`src/rtl/request_conditioner.sv`:
```
// request_conditioner
//   Conditions the raw pedestrian push-button and turn-lane loop detector
//   before they reach the intersection controller.
//   - Both raw inputs are brought into the clock domain through two-flop
//     synchronizers.
//   - The button is debounced, and its rising edge sets a sticky request.
//     The request is held until the pedestrian phase goes green.
//   - The turn loop must read high for TURN_PRESENCE_CYCLES consecutive
//     cycles before presence is reported.
//
// Ports
//   clock             in   single rising-edge clock
//   reset             in   synchronous, active-high reset
//   ped_button_raw    in   asynchronous, bouncing push-button contact
//   turn_loop_raw     in   asynchronous, noisy turn-lane loop detector
//   pedestrian_green  in   pedestrian phase active (clears the request)
//   pedestrian_button out  sticky pedestrian request
//   turn_sensor       out  qualified turn-lane presence
//   ped_wait_lamp     out  "wait" indicator, mirrors the request
module request_conditioner #(
  parameter int DEBOUNCE_CYCLES      = 4,  // 1..255
  parameter int TURN_PRESENCE_CYCLES = 8   // 1..255
) (
  input  logic clock,
  input  logic reset,
  input  logic ped_button_raw,
  input  logic turn_loop_raw,
  input  logic pedestrian_green,
  output logic pedestrian_button,
  output logic turn_sensor,
  output logic ped_wait_lamp
);

  localparam logic [7:0] DEB_LAST = 8'(DEBOUNCE_CYCLES - 1);
  localparam logic [7:0] TURN_MAX = 8'(TURN_PRESENCE_CYCLES);

  // Synchronizers: index 0 = button, index 1 = turn loop.
  logic [1:0] w_raw;
  logic [1:0] w_sync;

  assign w_raw = {turn_loop_raw, ped_button_raw};

  genvar gi;
  generate
    for (gi = 0; gi < 2; gi++) begin : g_sync
      logic r_meta;
      logic r_sync;

      always_ff @(posedge clock) begin
        if (reset) begin
          r_meta <= 1'b0;
          r_sync <= 1'b0;
        end else begin
          r_meta <= w_raw[gi];
          r_sync <= r_meta;
        end
      end

      assign w_sync[gi] = r_sync;
    end
  endgenerate

  logic w_s_btn;
  logic w_s_turn;

  assign w_s_btn  = w_sync[0];
  assign w_s_turn = w_sync[1];

  // Button debounce. The counter tracks how many consecutive cycles the
  // synchronized level has disagreed with the stable level. On the cycle it
  // would reach DEBOUNCE_CYCLES, the new level is accepted instead, so the
  // counter never exceeds DEBOUNCE_CYCLES-1.
  logic       r_stable;
  logic [7:0] r_deb_cnt;
  logic       w_differs;
  logic       w_accept;
  logic       w_press;

  assign w_differs = (w_s_btn != r_stable);
  assign w_accept  = w_differs && (r_deb_cnt == DEB_LAST);
  // Only an accepted 0->1 transition is a press; releases produce no event.
  assign w_press   = w_accept && w_s_btn;

  always_ff @(posedge clock) begin
    if (reset) begin
      r_stable  <= 1'b0;
      r_deb_cnt <= 8'd0;
    end else if (w_accept) begin
      r_stable  <= w_s_btn;
      r_deb_cnt <= 8'd0;
    end else if (w_differs) begin
      r_deb_cnt <= r_deb_cnt + 8'd1;
    end else begin
      r_deb_cnt <= 8'd0;
    end
  end

  // Request latch. The press is decoded combinationally, so the latch sets
  // on the same edge where the stable level rises. Green has priority, which
  // also discards a press that lands during the pedestrian phase.
  logic r_req;

  always_ff @(posedge clock) begin
    if (reset) begin
      r_req <= 1'b0;
    end else if (pedestrian_green) begin
      r_req <= 1'b0;
    end else if (w_press) begin
      r_req <= 1'b1;
    end
  end

  assign pedestrian_button = r_req;
  assign ped_wait_lamp     = r_req;

  // Turn presence. The counter saturates at TURN_MAX and clears on any
  // low sample, so a single dropout restarts qualification.
  logic [7:0] r_turn_cnt;

  always_ff @(posedge clock) begin
    if (reset) begin
      r_turn_cnt <= 8'd0;
    end else if (!w_s_turn) begin
      r_turn_cnt <= 8'd0;
    end else if (r_turn_cnt != TURN_MAX) begin
      r_turn_cnt <= r_turn_cnt + 8'd1;
    end
  end

  assign turn_sensor = (r_turn_cnt == TURN_MAX);

endmodule

```
`config.mk`:
```
export PLATFORM = sky130hd
export DESIGN_NAME = request_conditioner
export DESIGN_NICKNAME = d
export VERILOG_FILES = /design/src/rtl/request_conditioner.sv
export SDC_FILE = /design/constraint.sdc
export NUM_CORES = 1
export LEC_CHECK = 0
export CELL_PAD_IN_SITES_DETAIL_PLACEMENT = 1
export CELL_PAD_IN_SITES_GLOBAL_PLACEMENT = 1
export CORE_ASPECT_RATIO = 0.8
export CORE_MARGIN = 10
export CORE_UTILIZATION = 45
export DETAILED_ROUTE_END_ITERATION = 12
export PLACE_DENSITY = 0.78
export SYNTH_ARGS = -nofsm -noshare
export SYNTH_HDL_FRONTEND = slang
export SYNTH_SLANG_ARGS = --single-unit
```
`constraint.sdc`:
```
create_clock -name clock -period 4.3 [get_ports clock]
set_clock_uncertainty 0.1 [all_clocks]
set_input_delay 0.86 -clock clock [delete_from_list [all_inputs] [get_ports clock]]
set_output_delay 0.86 -clock clock [all_outputs]
set_load 0.05 [all_outputs]
```
== Yosys cells after proc, flatten, opt, wreduce, memory -nomap -nowiden ==
Index checks and enable logic that the tools add are counted.
Operators by class
  div/mod/pow operators: 0
  shifts and indexed selects: 0
  reduce and logical (&&, ||, !) cells: 5
  multiply operators: 0
  add/subtract/negate cells: 2
  multiplexer cells: 0
  equal/unequal tests: 4
  bitwise logic cells: 2
  magnitude comparators: 0
Operators by type and width (number)
  8-bit by 1-bit adder with 8-bit output (second input constant): 2
  8-bit by 2-bit == test with 1-bit output (second input constant): 1
  8-bit by 4-bit == test with 1-bit output (second input constant): 1
  8-bit by 4-bit != test with 1-bit output (second input constant): 1
  2-bit OR reduction: 2
  3-bit OR reduction: 1
  1-bit logical AND: 2
  1-bit inverter: 2
  1-bit != test: 1
Storage, ports and cells
  output and inout bits: 3
  word-level logic and storage cells: 21
  bits in read-only memories: 0
  latch bits: 0
  memories kept: 0
  input bits: 5
  register bits: 22
  RAM bits: 0

== Longest topological paths before layout ==
Gate-level depths: netlist of run 1.
  word-level depth: 3
  mapped depth: 5
  gate-level depth less buffers: 5

== Least setup slack after synthesis of run 1 ==
OpenSTA, ideal clock, no wires.
  kind: register to output
  start point: register r_turn_cnt[0]
  end point: output port turn_sensor
  slack: 1.659 ns
  cell stages (with the launch flop): 5
  data arrival time: 1.681 ns
  required time: 3.340 ns
  buffers on the path: 0
  path through: dfxtp_1 -> inv_1 -> ha_1 -> or4b_4 -> nor2_1
On the way
  word-level cells in the longest chain between the ends: 1
RTL lines
  start: declaration: RTL line 118  | logic [7:0] r_turn_cnt;
  start signal: assignment: RTL line 126  | r_turn_cnt <= r_turn_cnt + 8'd1;
  8-bit by 4-bit == test with 1-bit output: RTL line 130  | assign turn_sensor = (r_turn_cnt == TURN_MAX);
  end: declaration: RTL line 30  | output logic turn_sensor,
No other way between the ends.

== Final worst setup path of run 1 ==
Same ends and word-level chain as after synthesis.

==> results of run 1 <==
==> state kept, by name, summed over array words and instances, names as in the netlist <==
name,cells
r_stable,1
g_sync.r_sync,2
r_turn_cnt,8
g_sync.r_meta,2
r_deb_cnt,8
ped_wait_lamp,1
==> cells by family (layout without fill, tap and decap cells) <==
kind of cell | count (synthesis) | after routing
flip-flops | 22 | 22
AND/OR/NAND/NOR | 43 | 43
AO/OA/AOI/OAI | 20 | 20
adder cells (fa/ha/maj) | 3 | 3
buffers and inverters | 8 | 16
XOR/XNOR | 7 | 7
==> final timing paths <==
path,depth (start not counted),endpoint,slack (ns),from
hold reg to reg,1,g_sync[0].r_sync$_SDFF_PP0_,0.36,g_sync[0].r_meta$_SDFF_PP0_
setup / recovery,5,turn_sensor,0.96,r_turn_cnt[0]$_SDFFE_PP0N_
hold / removal,1,g_sync[0].r_sync$_SDFF_PP0_,0.36,g_sync[0].r_meta$_SDFF_PP0_
setup reg to reg,4,r_deb_cnt[4]$_SDFF_PP0_,2.52,r_deb_cnt[0]$_SDFF_PP0_
==> metal layers <==
metal | part of all wire | vias to the layer above
met1 | 0.52 | 346
met5 | 0 | -
met3 | 0.047 | 2
met4 | 0.0044 | 0
met2 | 0.43 | 12
li1 | - | 378
==> final cells by class <==
cell class	count	area [µm²]	area share
inverter	6	22.52	0.02158
tap	24	30.03	0.02878
sequential	22	440.4	0.4221
multi-input combinational	73	457.9	0.4388
clock buffer	3	22.52	0.02158
timing repair buffer	7	70.07	0.06715
==> stage by stage <==
step                      instances  setup WS, ns
after floorplan                 103         1.659
after CTS                       135        0.9286
after detailed placement        132         1.282
after global placement          132         1.394
after global routing            135        0.8578
final                           135        0.9630
==> worst register-to-register path: stages (launching register included) <==
cell	delay (ns)
sky130_fd_sc_hd__dfxtp_1	0.42
sky130_fd_sc_hd__ha_1	0.27
sky130_fd_sc_hd__nor4b_2	0.41
sky130_fd_sc_hd__a211o_1	0.37
sky130_fd_sc_hd__nor2_1	0.09
==> power by group <==
group          switching (µW)  internal (µW)  total, µW
sequential               1.52            206        208
clock                    58.6           32.7       91.3
combinational            4.36           5.95       10.3
==> placed cells by master, fill, tap and decap left out <==
cell type                         count
sky130_fd_sc_hd__a211o_1              1
sky130_fd_sc_hd__a21o_1               2
sky130_fd_sc_hd__a21oi_1              9
sky130_fd_sc_hd__a41oi_1              1
sky130_fd_sc_hd__clkbuf_4             3
sky130_fd_sc_hd__clkdlybuf4s50_1      7
sky130_fd_sc_hd__dfxtp_1             22
sky130_fd_sc_hd__ha_1                 3
sky130_fd_sc_hd__inv_1                6
sky130_fd_sc_hd__nand2_1              2
sky130_fd_sc_hd__nand2b_1             1
sky130_fd_sc_hd__nand3_1             10
sky130_fd_sc_hd__nand4_1              2
sky130_fd_sc_hd__nor2_1               9
sky130_fd_sc_hd__nor2b_1              4
sky130_fd_sc_hd__nor3_1               4
sky130_fd_sc_hd__nor3b_1              1
sky130_fd_sc_hd__nor4b_1              1
sky130_fd_sc_hd__nor4b_2              1
sky130_fd_sc_hd__o21ai_0              7
sky130_fd_sc_hd__or3_1                6
sky130_fd_sc_hd__or3b_2               1
sky130_fd_sc_hd__or4b_4               1
sky130_fd_sc_hd__xnor2_1              3
sky130_fd_sc_hd__xor2_1               4
==> report_table.html, run 1 <==
<table>
<tr><th>Metric</th><th>Value</th></tr>
<tr><th colspan="2">Die</th></tr>
<tr><td>Initial standard-cell utilization of the core</td><td>0.4877</td></tr>
<tr><td>Die height</td><td>approximately 61 µm</td></tr>
<tr><td>Count of pins on the block boundary</td><td>8</td></tr>
<tr><td>Row Count</td><td>14</td></tr>
<tr><td>Die X</td><td>slightly above 70 µm</td></tr>
<tr><td>Standard cell core area</td><td>roughly 0.0019 mm²</td></tr>
<tr><td>Die Area</td><td>0.004327 mm²</td></tr>
<tr><th colspan="2">Synth</th></tr>
<tr><td>Gate count after technology mapping</td><td>103</td></tr>
<tr><td>Fraction of synthesized cell area in xor and xnor cells</td><td>0.06525</td></tr>
<tr><td>Largest area contributor in the synthesized netlist</td><td>sky130_fd_sc_hd__dfxtp_1</td></tr>
<tr><td>Cell variety after synth</td><td>25</td></tr>
<tr><td>Simple-gate share of the synthesized area</td><td>0.2623</td></tr>
<tr><td>Syn_area_per_cell</td><td>approximately 9.1 µm²</td></tr>
<tr><td>#FFs+latches synth</td><td>22</td></tr>
<tr><td>Compound-Gate Fraction of Synth Area</td><td>0.1198</td></tr>
<tr><td>Dominant combinational cell family by area after synthesis</td><td>simple AND/OR/NAND/NOR gates</td></tr>
<tr><td>Part of the Yosys area used for sequential elements</td><td>0.4687</td></tr>
<tr><td>Cell with the most instances after synthesis</td><td>sky130_fd_sc_hd__dfxtp_1</td></tr>
<tr><td>Main area contributors after synthesis</td><td>sky130_fd_sc_hd__dfxtp_1 47%, sky130_fd_sc_hd__nand3_1 5.3%, sky130_fd_sc_hd__a21oi_1 4.8%</td></tr>
<tr><td>Synth top area share</td><td>0.4687</td></tr>
<tr><td>Synth cell count leaders</td><td>22 x sky130_fd_sc_hd__dfxtp_1, 10 x sky130_fd_sc_hd__nand3_1, 9 x sky130_fd_sc_hd__a21oi_1, 9 x sky130_fd_sc_hd__nor2_1, 7 x sky130_fd_sc_hd__o21ai_0</td></tr>
<tr><td>Combined area of all synthesized cells</td><td>about 940 µm²</td></tr>
<tr><td>Fraction of the mapped netlist area in adder cells</td><td>0.03995</td></tr>
<tr><td>Async set-or-reset flop fraction in the synthesized netlist</td><td>0</td></tr>
<tr><td>Dominant register cell in the synthesized netlist</td><td>sky130_fd_sc_hd__dfxtp_1</td></tr>
<tr><td>Multiplexer area fraction after synthesis</td><td>0</td></tr>
<tr><td>Post-synth EDFFs</td><td>0</td></tr>
<tr><td>Number of nets produced by synthesis</td><td>approximately 110</td></tr>
<tr><td>Number of warnings issued by yosys</td><td>0</td></tr>
<tr><th colspan="2">Placement</th></tr>
<tr><td>Port Buf Inserts</td><td>7</td></tr>
<tr><td>DP HPWL</td><td>1591 µm</td></tr>
<tr><td>Placement Cell Area</td><td>approximately 0.0010 mm²</td></tr>
<tr><td>Final estimated routing congestion in global placement</td><td>between 0.7 and 0.8</td></tr>
<tr><th colspan="2">Clocking</th></tr>
<tr><td>H-tree level count</td><td>1</td></tr>
<tr><td>Clock buffer count from CTS</td><td>3</td></tr>
<tr><td>Root Driver</td><td>sky130_fd_sc_hd__clkbuf_4</td></tr>
<tr><td>Total setup buffers inserted after CTS</td><td>0</td></tr>
<tr><td>Latest clock arrival within the worst-skew pair</td><td>about 0.3 ns</td></tr>
<tr><td>Clock tree from TritonCTS</td><td>built</td></tr>
<tr><td>Number of gates resized after cts</td><td>0</td></tr>
<tr><td>Count of hold buffers inserted by post-cts repair</td><td>0</td></tr>
<tr><td>Clk pin slew, worst setup/hold paths</td><td>~0.11 ns</td></tr>
<tr><td>Max Buffers Root-to-Sink</td><td>2</td></tr>
<tr><td>Total number of clock tree sinks</td><td>22</td></tr>
<tr><th colspan="2">Critical path</th></tr>
<tr><td>Worst path cell trace</td><td>inv_1, ha_1, or4b_4, nor2_1, clkdlybuf4s50_1</td></tr>
<tr><td>Crit Path Class</td><td>flip-flop to output port</td></tr>
<tr><td>Buffer and inverter count on the worst path</td><td>2</td></tr>
<tr><td>Worst endpoint data arrival time</td><td>about 2.4 ns</td></tr>
<tr><td>Startpoint Class</td><td>flip-flop</td></tr>
<tr><td>Maximum single-stage delay on the critical path</td><td>0.81 ns</td></tr>
<tr><td>Cell with the biggest individual delay on the critical path</td><td>sky130_fd_sc_hd__clkdlybuf4s50_1</td></tr>
<tr><td>Crit. End Element</td><td>output port</td></tr>
<tr><td>Max Fanout on Critical Path</td><td>6</td></tr>
<tr><td>Data required time of the worst path</td><td>3.34 ns</td></tr>
<tr><td>Family with the most delay on the worst path</td><td>buffers and inverters</td></tr>
<tr><th colspan="2">Global routing</th></tr>
<tr><td>Wire length of the first global-routing pass</td><td>around 3400 µm</td></tr>
<tr><td>Fraction of met3 tracks used by global routing</td><td>0.04078</td></tr>
<tr><td>Via count of the first global-routing pass</td><td>746</td></tr>
<tr><td>Pin count of the biggest net entering global routing</td><td>12</td></tr>
<tr><td>GRT Util Overall</td><td>0.09641</td></tr>
<tr><td>Met1 track demand over resource</td><td>0.1208</td></tr>
<tr><td>Gr ovfl total</td><td>0</td></tr>
<tr><td>Met2 track utilization from global routing</td><td>0.1496</td></tr>
<tr><td>Layer with the highest usage</td><td>met2</td></tr>
<tr><td>Antenna violations before repair</td><td>0</td></tr>
<tr><th colspan="2">STA</th></tr>
<tr><td>Clock period minus final worst setup slack</td><td>3.337 ns</td></tr>
<tr><td>Unrepaired setup endpoints after global routing</td><td>false</td></tr>
<tr><td>Final hold vios</td><td>0</td></tr>
<tr><td>Measured slew at the worst slew-check pin</td><td>0.5622 ns</td></tr>
<tr><td>Final period utilization</td><td>0.7761</td></tr>
<tr><td>Final hold slack</td><td>around 0.36 ns</td></tr>
<tr><td>Worst-case headroom to the max-slew limit</td><td>0.6199</td></tr>
<tr><td>F_max</td><td>~300 MHz</td></tr>
<tr><td>TNS Setup</td><td>0 ns</td></tr>
<tr><td>Max Slew Vio Count</td><td>0</td></tr>
<tr><td>Final Setup Violations</td><td>0</td></tr>
<tr><th colspan="2">Drt</th></tr>
<tr><td>Number of DRC markers in iteration 0</td><td>37</td></tr>
<tr><td>DRT Pass-1 Iters</td><td>4</td></tr>
<tr><td>Avg Vias per Cell</td><td>roughly 5.5</td></tr>
<tr><td>Antenna viol nets, final</td><td>0</td></tr>
<tr><td>Routed length per instance</td><td>approximately 15 µm</td></tr>
<tr><td>Via Count</td><td>about 740</td></tr>
<tr><td>DRT Wirelength</td><td>2064 µm</td></tr>
<tr><td>Remaining DRCs</td><td>0</td></tr>
<tr><th colspan="2">Final layout</th></tr>
<tr><td>Number of inserted diodes</td><td>0</td></tr>
<tr><td>Final core utilization</td><td>0.5416</td></tr>
<tr><td>Layout Area Growth over Synthesis</td><td>11.05%</td></tr>
<tr><td>Fraction of layout instances using a drive strength above 1</td><td>0.05405</td></tr>
<tr><td>Count of nets after finishing</td><td>approximately 120</td></tr>
<tr><td>Filler cell count in the final layout</td><td>240</td></tr>
<tr><td>Final design area excluding fillers</td><td>~0.0010 mm²</td></tr>
<tr><th colspan="2">Run</th></tr>
<tr><td># Max-Cap Violations</td><td>0</td></tr>
<tr><th colspan="2">Outcome</th></tr>
<tr><td>Status</td><td>complete, no violations</td></tr>
<tr><th colspan="2">Pwr</th></tr>
<tr><td>Largest vdd supply drop</td><td>between 0.15 and 0.2 mV</td></tr>
<tr><td>Power density of the placed cells</td><td>296.3 mW/mm²</td></tr>
<tr><td>Post-route total power</td><td>slightly above 300 µW</td></tr>
<tr><td>Leakage</td><td>roughly 0.00033 µW</td></tr>
<tr><th colspan="2">Hold path</th></tr>
<tr><td>Kind of path behind the tightest hold check</td><td>flip-flop to flip-flop</td></tr>
</table>
(Power assumes the default switching activity.)
==> inputs of run 2 (changes only) <==
CORE_UTILIZATION = 42   (was 45)
PLACE_DENSITY = 0.74   (was 0.78)
clock period = 3.3 ns   (was 4.3 ns; I/O delays follow)
==> run 2 against run 1 <==
  * Sequential share of layout area decreased by 0.60 points
  * Highest routed layer unchanged
  * Power rose by 39%
  * Via count rose by 2.2%
  * Critical path depth unchanged
  * Critical endpoint unchanged
  * Design area increased by 1.4%
  * Combinational power grew 30%
==> report_table.html, run 2 (synthesis gave the netlist of run 1 again) <==
<table>
<tr><th>Metric</th><th>Value</th></tr>
<tr><th colspan="2">Clocking</th></tr>
<tr><td>Clk pin slew, worst setup/hold paths</td><td>roughly 0.12 ns</td></tr>
<tr><td>Total setup buffers inserted after CTS</td><td>0</td></tr>
<tr><td>Latest clock arrival within the worst-skew pair</td><td>0.30 ns</td></tr>
<tr><td>Max Buffers Root-to-Sink</td><td>2</td></tr>
<tr><td>Count of hold buffers inserted by post-cts repair</td><td>0</td></tr>
<tr><td>Clock buffer count from CTS</td><td>3</td></tr>
<tr><td>Total number of clock tree sinks</td><td>22</td></tr>
<tr><td>Number of gates resized after cts</td><td>0</td></tr>
<tr><td>Root Driver</td><td>sky130_fd_sc_hd__clkbuf_4</td></tr>
<tr><td>H-tree level count</td><td>1</td></tr>
<tr><td>Clock tree from TritonCTS</td><td>built</td></tr>
<tr><th colspan="2">STA</th></tr>
<tr><td>Unrepaired setup endpoints after global routing</td><td>false</td></tr>
<tr><td>TNS Setup</td><td>0 ns</td></tr>
<tr><td>Final hold vios</td><td>0</td></tr>
<tr><td>Worst-case headroom to the max-slew limit</td><td>0.6570</td></tr>
<tr><td>Clock period minus final worst setup slack</td><td>just over 3 ns</td></tr>
<tr><td>Measured slew at the worst slew-check pin</td><td>0.5105 ns</td></tr>
<tr><td>Final Setup Violations</td><td>0</td></tr>
<tr><td>Final period utilization</td><td>0.9409</td></tr>
<tr><td>Max Slew Vio Count</td><td>0</td></tr>
<tr><td>F_max</td><td>~320 MHz</td></tr>
<tr><th colspan="2">Hold path</th></tr>
<tr><td>Kind of path behind the tightest hold check</td><td>flip-flop to flip-flop</td></tr>
<tr><td>Hold Path Sink</td><td>g_sync[1].r_sync$_SDFF_PP0_</td></tr>
<tr><td>Worst hold path startpoint</td><td>g_sync[1].r_meta$_SDFF_PP0_</td></tr>
<tr><td>Hold depth</td><td>1</td></tr>
<tr><th colspan="2">Drt</th></tr>
<tr><td>Number of DRC markers in iteration 0</td><td>45</td></tr>
<tr><td>DRT Wirelength</td><td>about 2000 µm</td></tr>
<tr><td>Routed length per instance</td><td>roughly 15 µm</td></tr>
<tr><td>Remaining DRCs</td><td>0</td></tr>
<tr><td>Antenna viol nets, final</td><td>0</td></tr>
<tr><td>Avg Vias per Cell</td><td>~5.5</td></tr>
<tr><td>DRT Pass-1 Iters</td><td>4</td></tr>
<tr><td>Via Count</td><td>around 750</td></tr>
<tr><th colspan="2">Die</th></tr>
<tr><td>Die X</td><td>between 70 and 80 µm</td></tr>
<tr><td>Row Count</td><td>15</td></tr>
<tr><td>Standard cell core area</td><td>0.002140 mm²</td></tr>
<tr><td>Die height</td><td>approximately 62 µm</td></tr>
<tr><td>Die Area</td><td>0.004541 mm²</td></tr>
<tr><td>Initial standard-cell utilization of the core</td><td>0.4392</td></tr>
<tr><td>Count of pins on the block boundary</td><td>8</td></tr>
<tr><th colspan="2">Global routing</th></tr>
<tr><td>Wire length of the first global-routing pass</td><td>between 3000 and 4000 µm</td></tr>
<tr><td>Via count of the first global-routing pass</td><td>slightly above 800</td></tr>
<tr><td>Antenna violations before repair</td><td>0</td></tr>
<tr><td>Pin count of the biggest net entering global routing</td><td>13</td></tr>
<tr><td>GRT Util Overall</td><td>0.09426</td></tr>
<tr><td>Gr ovfl total</td><td>0</td></tr>
<tr><th colspan="2">Final layout</th></tr>
<tr><td>Count of nets after finishing</td><td>between 100 and 150</td></tr>
<tr><td>Number of inserted diodes</td><td>0</td></tr>
<tr><td>Filler cell count in the final layout</td><td>256</td></tr>
<tr><td>Area used by sequential logic in the layout</td><td>about 440 µm²</td></tr>
<tr><td>Most frequent cells in the layout</td><td>22 x sky130_fd_sc_hd__dfxtp_1, 10 x sky130_fd_sc_hd__nand3_1, 9 x sky130_fd_sc_hd__nor2_1, 9 x sky130_fd_sc_hd__a21oi_1</td></tr>
<tr><td>Fraction of layout instances using a drive strength above 1</td><td>0.06250</td></tr>
<tr><td>Multi-input gate area</td><td>between 400 and 500 µm²</td></tr>
<tr><td>Most frequent standard cell in the layout excluding fill and tap cells</td><td>sky130_fd_sc_hd__dfxtp_1</td></tr>
<tr><td>Cell Count, Final, Fillers Out</td><td>137</td></tr>
<tr><td>Largest registers</td><td>r_deb_cnt x8, r_turn_cnt x8</td></tr>
<tr><td>Layout Area Growth over Synthesis</td><td>12.65%</td></tr>
<tr><th colspan="2">Critical path</th></tr>
<tr><td>Maximum single-stage delay on the critical path</td><td>roughly 0.80 ns</td></tr>
<tr><td>Crit. End Element</td><td>output port</td></tr>
<tr><td>Data required time of the worst path</td><td>about 2.5 ns</td></tr>
<tr><td>Worst reg2reg path depth</td><td>4</td></tr>
<tr><td>Cell with the biggest individual delay on the critical path</td><td>sky130_fd_sc_hd__clkdlybuf4s50_1</td></tr>
<tr><td>Buffer and inverter count on the worst path</td><td>2</td></tr>
<tr><td>Reg-to-reg startpoint</td><td>r_deb_cnt[0]$_SDFF_PP0_</td></tr>
<tr><td>Startpoint Class</td><td>flip-flop</td></tr>
<tr><td>Max Fanout on Critical Path</td><td>6</td></tr>
<tr><td>Reg-to-Reg End</td><td>r_deb_cnt[3]$_SDFF_PP0_</td></tr>
<tr><td>Family with the most delay on the worst path</td><td>buffers and inverters</td></tr>
<tr><td>Worst path cell trace</td><td>inv_1, ha_1, or4b_4, nor2_1, clkdlybuf4s50_1</td></tr>
<tr><td>Register-to-register path setup slack</td><td>between 1.5 and 2 ns</td></tr>
<tr><td>Worst endpoint data arrival time</td><td>~2.3 ns</td></tr>
<tr><td>Crit Path Class</td><td>flip-flop to output port</td></tr>
<tr><th colspan="2">Run</th></tr>
<tr><td># Max-Cap Violations</td><td>0</td></tr>
<tr><th colspan="2">Placement</th></tr>
<tr><td>Final estimated routing congestion in global placement</td><td>0.7992</td></tr>
<tr><td>Port Buf Inserts</td><td>7</td></tr>
<tr><td>Inst Count DP</td><td>roughly 130</td></tr>
<tr><td>DP HPWL</td><td>1561 µm</td></tr>
<tr><th colspan="2">Outcome</th></tr>
<tr><td>Status</td><td>complete, no violations</td></tr>
<tr><th colspan="2">Pwr</th></tr>
<tr><td>Largest vdd supply drop</td><td>between 0.3 and 0.4 mV</td></tr>
<tr><td>Leakage</td><td>between 0.0003 and 0.0004 µW</td></tr>
<tr><td>Power density of the placed cells</td><td>between 400 and 500 mW/mm²</td></tr>
</table>
-- run 2: cell types whose count changed in the layout (fill, tap and decap cells not counted), sizes merged --
cell,delta
clkbuf,+1
-- run 2: worst max-delay path by stage --
stage	from	end	slack, ns	cells past startpoint
4_1_cts	r_turn_cnt[0]$_SDFFE_PP0N_	turn_sensor	0.18	5
6_report	r_turn_cnt[0]$_SDFFE_PP0N_	turn_sensor	0.20	5
3_5_place_dp	r_turn_cnt[0]$_SDFFE_PP0N_	turn_sensor	0.54	5
2_1_floorplan	r_turn_cnt[0]$_SDFFE_PP0N_	turn_sensor	0.86	4
5_1_grt	r_turn_cnt[0]$_SDFFE_PP0N_	turn_sensor	0.07	5
3_3_place_gp	r_turn_cnt[0]$_SDFFE_PP0N_	turn_sensor	0.60	5
-- run 2: area by class of cell --
| class | instances | share of cell area |
|---|---|---|
| multi-input combinational | 73 | 0.4326 |
| sequential | 22 | 0.4161 |
| timing repair buffer | 7 | 0.06619 |
| clock buffer | 4 | 0.03428 |
| tap | 25 | 0.02955 |
| inverter | 6 | 0.02128 |
-- run 2: worst reg2reg max path: cells and delay by family, from the launching register on --
family	cells	cell delay (ns)
flip-flops	1	0.44
AND/OR/NAND/NOR	2	0.47
adder cells (fa/ha/maj)	1	0.27
AO/OA/AOI/OAI	1	0.35
-- run 2: report_power, final --
group | internal (µW) | switching, µW | total, µW
clock network | 67.3 | 79.8 | 147
registers | 268 | 1.99 | 270
logic | 7.75 | 5.66 | 13.4
total | 344 | 87.4 | 431
-- run 2: stage by stage --
step           setup WS [ns]  hold WS [ns]    util  area, µm²  total power (µW)
6_report              0.1952        0.3591  0.4947       1059             431.0
5_1_grt              0.06711        0.3677  0.4947       1059             451.3
4_1_cts               0.1757        0.3613  0.4947       1059             436.8
3_5_place_dp          0.5415        0.3346  0.4778       1022             290.2
3_3_place_gp          0.5975        0.3148  0.4778       1022             289.2
2_1_floorplan         0.8587        0.3138       -      939.7             282.0
-- run 2: layer usage --
metal,GRT usage,up-vias,part of all wire
li1,-,377,-
met1,0.1252,365,0.49
met2,0.1407,10,0.46
met3,0.03810,2,0.042
met4,0.01422,0,0.0095
met5,0,-,0
==> inputs of run 3 (changes only) <==
GPL_ROUTABILITY_DRIVEN = 0   (was not set)
RECOVER_POWER = 25   (was not set)
SKIP_CTS_REPAIR_TIMING = 1   (was not set)
==> run 3 against run 2 <==
  * Power is essentially flat
  * Wire length is the same
  * Maximum frequency is the same
  * Die area is the same
  * Hold slack is the same
  * Final cell count is the same
  * Largest cell class unchanged
  * Highest routed layer unchanged
==> report_table.html, run 3 (synthesis gave the netlist of run 1 again) <==
<table>
<tr><th>Metric</th><th>Value</th></tr>
<tr><th colspan="2">Final layout</th></tr>
<tr><td>Most frequent standard cell in the layout excluding fill and tap cells</td><td>sky130_fd_sc_hd__dfxtp_1</td></tr>
<tr><td>Largest registers</td><td>r_deb_cnt x8, r_turn_cnt x8</td></tr>
<tr><td>Cell Count, Final, Fillers Out</td><td>137</td></tr>
<tr><td>Number of inserted diodes</td><td>0</td></tr>
<tr><td>Fraction of layout instances using a drive strength above 1</td><td>0.06250</td></tr>
<tr><td>Most frequent cells in the layout</td><td>22 x sky130_fd_sc_hd__dfxtp_1, 10 x sky130_fd_sc_hd__nand3_1, 9 x sky130_fd_sc_hd__nor2_1, 9 x sky130_fd_sc_hd__a21oi_1, 7 x sky130_fd_sc_hd__o21ai_0</td></tr>
<tr><td>Layout Area Growth over Synthesis</td><td>12.65%</td></tr>
<tr><td>Count of nets after finishing</td><td>approximately 120</td></tr>
<tr><th colspan="2">STA</th></tr>
<tr><td>Clock period minus final worst setup slack</td><td>slightly above 3 ns</td></tr>
<tr><td>F_max</td><td>322.1 MHz</td></tr>
<tr><td>Final Setup Violations</td><td>0</td></tr>
<tr><td>Max Slew Vio Count</td><td>0</td></tr>
<tr><td>Measured slew at the worst slew-check pin</td><td>about 0.51 ns</td></tr>
<tr><td>Worst-case headroom to the max-slew limit</td><td>0.6570</td></tr>
<tr><td>Final period utilization</td><td>0.9409</td></tr>
<tr><td>Setup slack after layout</td><td>~0.20 ns</td></tr>
<tr><td>Final hold vios</td><td>0</td></tr>
<tr><td>TNS Setup</td><td>0 ns</td></tr>
<tr><td>Unrepaired setup endpoints after global routing</td><td>false</td></tr>
<tr><th colspan="2">Die</th></tr>
<tr><td>Die height</td><td>between 60 and 70 µm</td></tr>
<tr><td>Count of pins on the block boundary</td><td>8</td></tr>
<tr><td>Die X</td><td>72.88 µm</td></tr>
<tr><td>Row Count</td><td>15</td></tr>
<tr><td>Standard cell core area</td><td>0.002140 mm²</td></tr>
<tr><td>Initial standard-cell utilization of the core</td><td>0.4392</td></tr>
<tr><td>Die Area</td><td>0.004541 mm²</td></tr>
<tr><th colspan="2">Placement</th></tr>
<tr><td>DP HPWL</td><td>around 1600 µm</td></tr>
<tr><td>Port Buf Inserts</td><td>7</td></tr>
<tr><td>Inst Count DP</td><td>approximately 130</td></tr>
<tr><td>Worst slack at placement</td><td>approximately 0.54 ns</td></tr>
<tr><th colspan="2">Clocking</th></tr>
<tr><td>H-tree level count</td><td>1</td></tr>
<tr><td>Clk pin slew, worst setup/hold paths</td><td>about 0.12 ns</td></tr>
<tr><td>Total number of clock tree sinks</td><td>22</td></tr>
<tr><td>Clock buffer count from CTS</td><td>3</td></tr>
<tr><td>Root Driver</td><td>sky130_fd_sc_hd__clkbuf_4</td></tr>
<tr><td>Clock tree from TritonCTS</td><td>built</td></tr>
<tr><td>Max Buffers Root-to-Sink</td><td>2</td></tr>
<tr><td>Latest clock arrival within the worst-skew pair</td><td>approximately 0.3 ns</td></tr>
<tr><th colspan="2">Pwr</th></tr>
<tr><td>Reported net switching power</td><td>just under 90 µW</td></tr>
<tr><td>Share of total power in combinational logic</td><td>0.031</td></tr>
<tr><td>Power density of the placed cells</td><td>407.0 mW/mm²</td></tr>
<tr><td>Largest vdd supply drop</td><td>0.3212 mV</td></tr>
<tr><td>Clk pwr share</td><td>0.342</td></tr>
<tr><td>Switching power as a share of total power</td><td>0.2030</td></tr>
<tr><td>Sequential share of power</td><td>0.628</td></tr>
<tr><td>Leakage</td><td>between 0.0003 and 0.0004 µW</td></tr>
<tr><td>Internal power contribution</td><td>roughly 340 µW</td></tr>
<tr><th colspan="2">Hold path</th></tr>
<tr><td>Kind of path behind the tightest hold check</td><td>flip-flop to flip-flop</td></tr>
<tr><th colspan="2">Run</th></tr>
<tr><td># Max-Cap Violations</td><td>0</td></tr>
<tr><th colspan="2">Drt</th></tr>
<tr><td>Remaining DRCs</td><td>0</td></tr>
<tr><td>DRT Wirelength</td><td>approximately 2000 µm</td></tr>
<tr><td>Routed length per instance</td><td>roughly 15 µm</td></tr>
<tr><td>Number of DRC markers in iteration 0</td><td>45</td></tr>
<tr><td>DRT Pass-1 Iters</td><td>4</td></tr>
<tr><td>Avg Vias per Cell</td><td>roughly 5.5</td></tr>
<tr><td>Via Count</td><td>around 750</td></tr>
<tr><td>Antenna viol nets, final</td><td>0</td></tr>
<tr><th colspan="2">Critical path</th></tr>
<tr><td>Startpoint Class</td><td>flip-flop</td></tr>
<tr><td>Crit. End Element</td><td>output port</td></tr>
<tr><td>Data required time of the worst path</td><td>about 2.5 ns</td></tr>
<tr><td>Worst endpoint data arrival time</td><td>roughly 2.3 ns</td></tr>
<tr><td>Max Fanout on Critical Path</td><td>6</td></tr>
<tr><td>Crit Path Class</td><td>flip-flop to output port</td></tr>
<tr><th colspan="2">Global routing</th></tr>
<tr><td>Pin count of the biggest net entering global routing</td><td>13</td></tr>
<tr><td>Gr ovfl total</td><td>0</td></tr>
<tr><td>Antenna violations before repair</td><td>0</td></tr>
<tr><td>Wire length of the first global-routing pass</td><td>~3500 µm</td></tr>
<tr><td>Via count of the first global-routing pass</td><td>slightly above 800</td></tr>
<tr><td>GRT Util Overall</td><td>0.09426</td></tr>
<tr><th colspan="2">Outcome</th></tr>
<tr><td>Status</td><td>complete, no violations</td></tr>
</table>
[run 3: cell types whose count changed in the layout (fill, tap and decap cells not counted), sizes merged]
cell and delta:
clkdlybuf4s50 -1, dlygate4sd3 +1
[run 3: worst paths after layout]
| path | depth (start not counted) | from | slack, ns | endpoint |
|---|---|---|---|---|
| min reg2reg | 1 | g_sync[1].r_meta$_SDFF_PP0_ | 0.36 | g_sync[1].r_sync$_SDFF_PP0_ |
| max | 5 | r_turn_cnt[0]$_SDFFE_PP0N_ | 0.20 | turn_sensor |
| max reg2reg | 4 | r_deb_cnt[0]$_SDFF_PP0_ | 1.56 | r_deb_cnt[3]$_SDFF_PP0_ |
| min | 1 | g_sync[1].r_meta$_SDFF_PP0_ | 0.36 | g_sync[1].r_sync$_SDFF_PP0_ |
[run 3: routing by layer]
layer | routed length, µm | GRT usage | vias up
li1 | - | - | 377
met1 | 978 | 0.1252 | 365
met2 | 918 | 0.1407 | 10
met3 | 85 | 0.03810 | 2
met4 | 19 | 0.01422 | 0
met5 | 0 | 0 | -
[run 3: critical path, cell delays in order (launching register included)]
cell and delay, ns:
sky130_fd_sc_hd__dfxtp_1 0.38, sky130_fd_sc_hd__inv_1 0.10, sky130_fd_sc_hd__ha_1 0.16, sky130_fd_sc_hd__or4b_4 0.47
sky130_fd_sc_hd__nor2_1 0.11, sky130_fd_sc_hd__clkdlybuf4s50_1 0.80
[run 3: cell type report]
class,count,area [µm²]
Clock buffer,4,36.28
Fill cell,256,1081
Inverter,6,22.52
Multi-Input combinational cell,73,457.9
Sequential cell,22,440.4
Tap cell,25,31.28
Timing Repair Buffer,7,70.07
[run 3: stage by stage]
step	instance area [µm²]	total power [µW]	util	hold WS, ns
after floorplan	939.7	282.0	-	0.3138
after global placement	1022	289.2	0.4778	0.3148
after detailed placement	1022	290.2	0.4778	0.3346
after CTS	1059	436.8	0.4947	0.3613
after global routing	1059	451.1	0.4947	0.3677
final	1059	430.8	0.4947	0.3591
[run 3: power groups by stage]
stage	Sequential (µW)	Clock [µW]	Combinational (µW)
4_1_cts	271	153	13.6
3_5_place_dp	277	0	13.6
2_1_floorplan	276	0	6.09
5_1_grt	271	165	14.5
6_report	270	147	13.2
3_3_place_gp	276	0	13.0
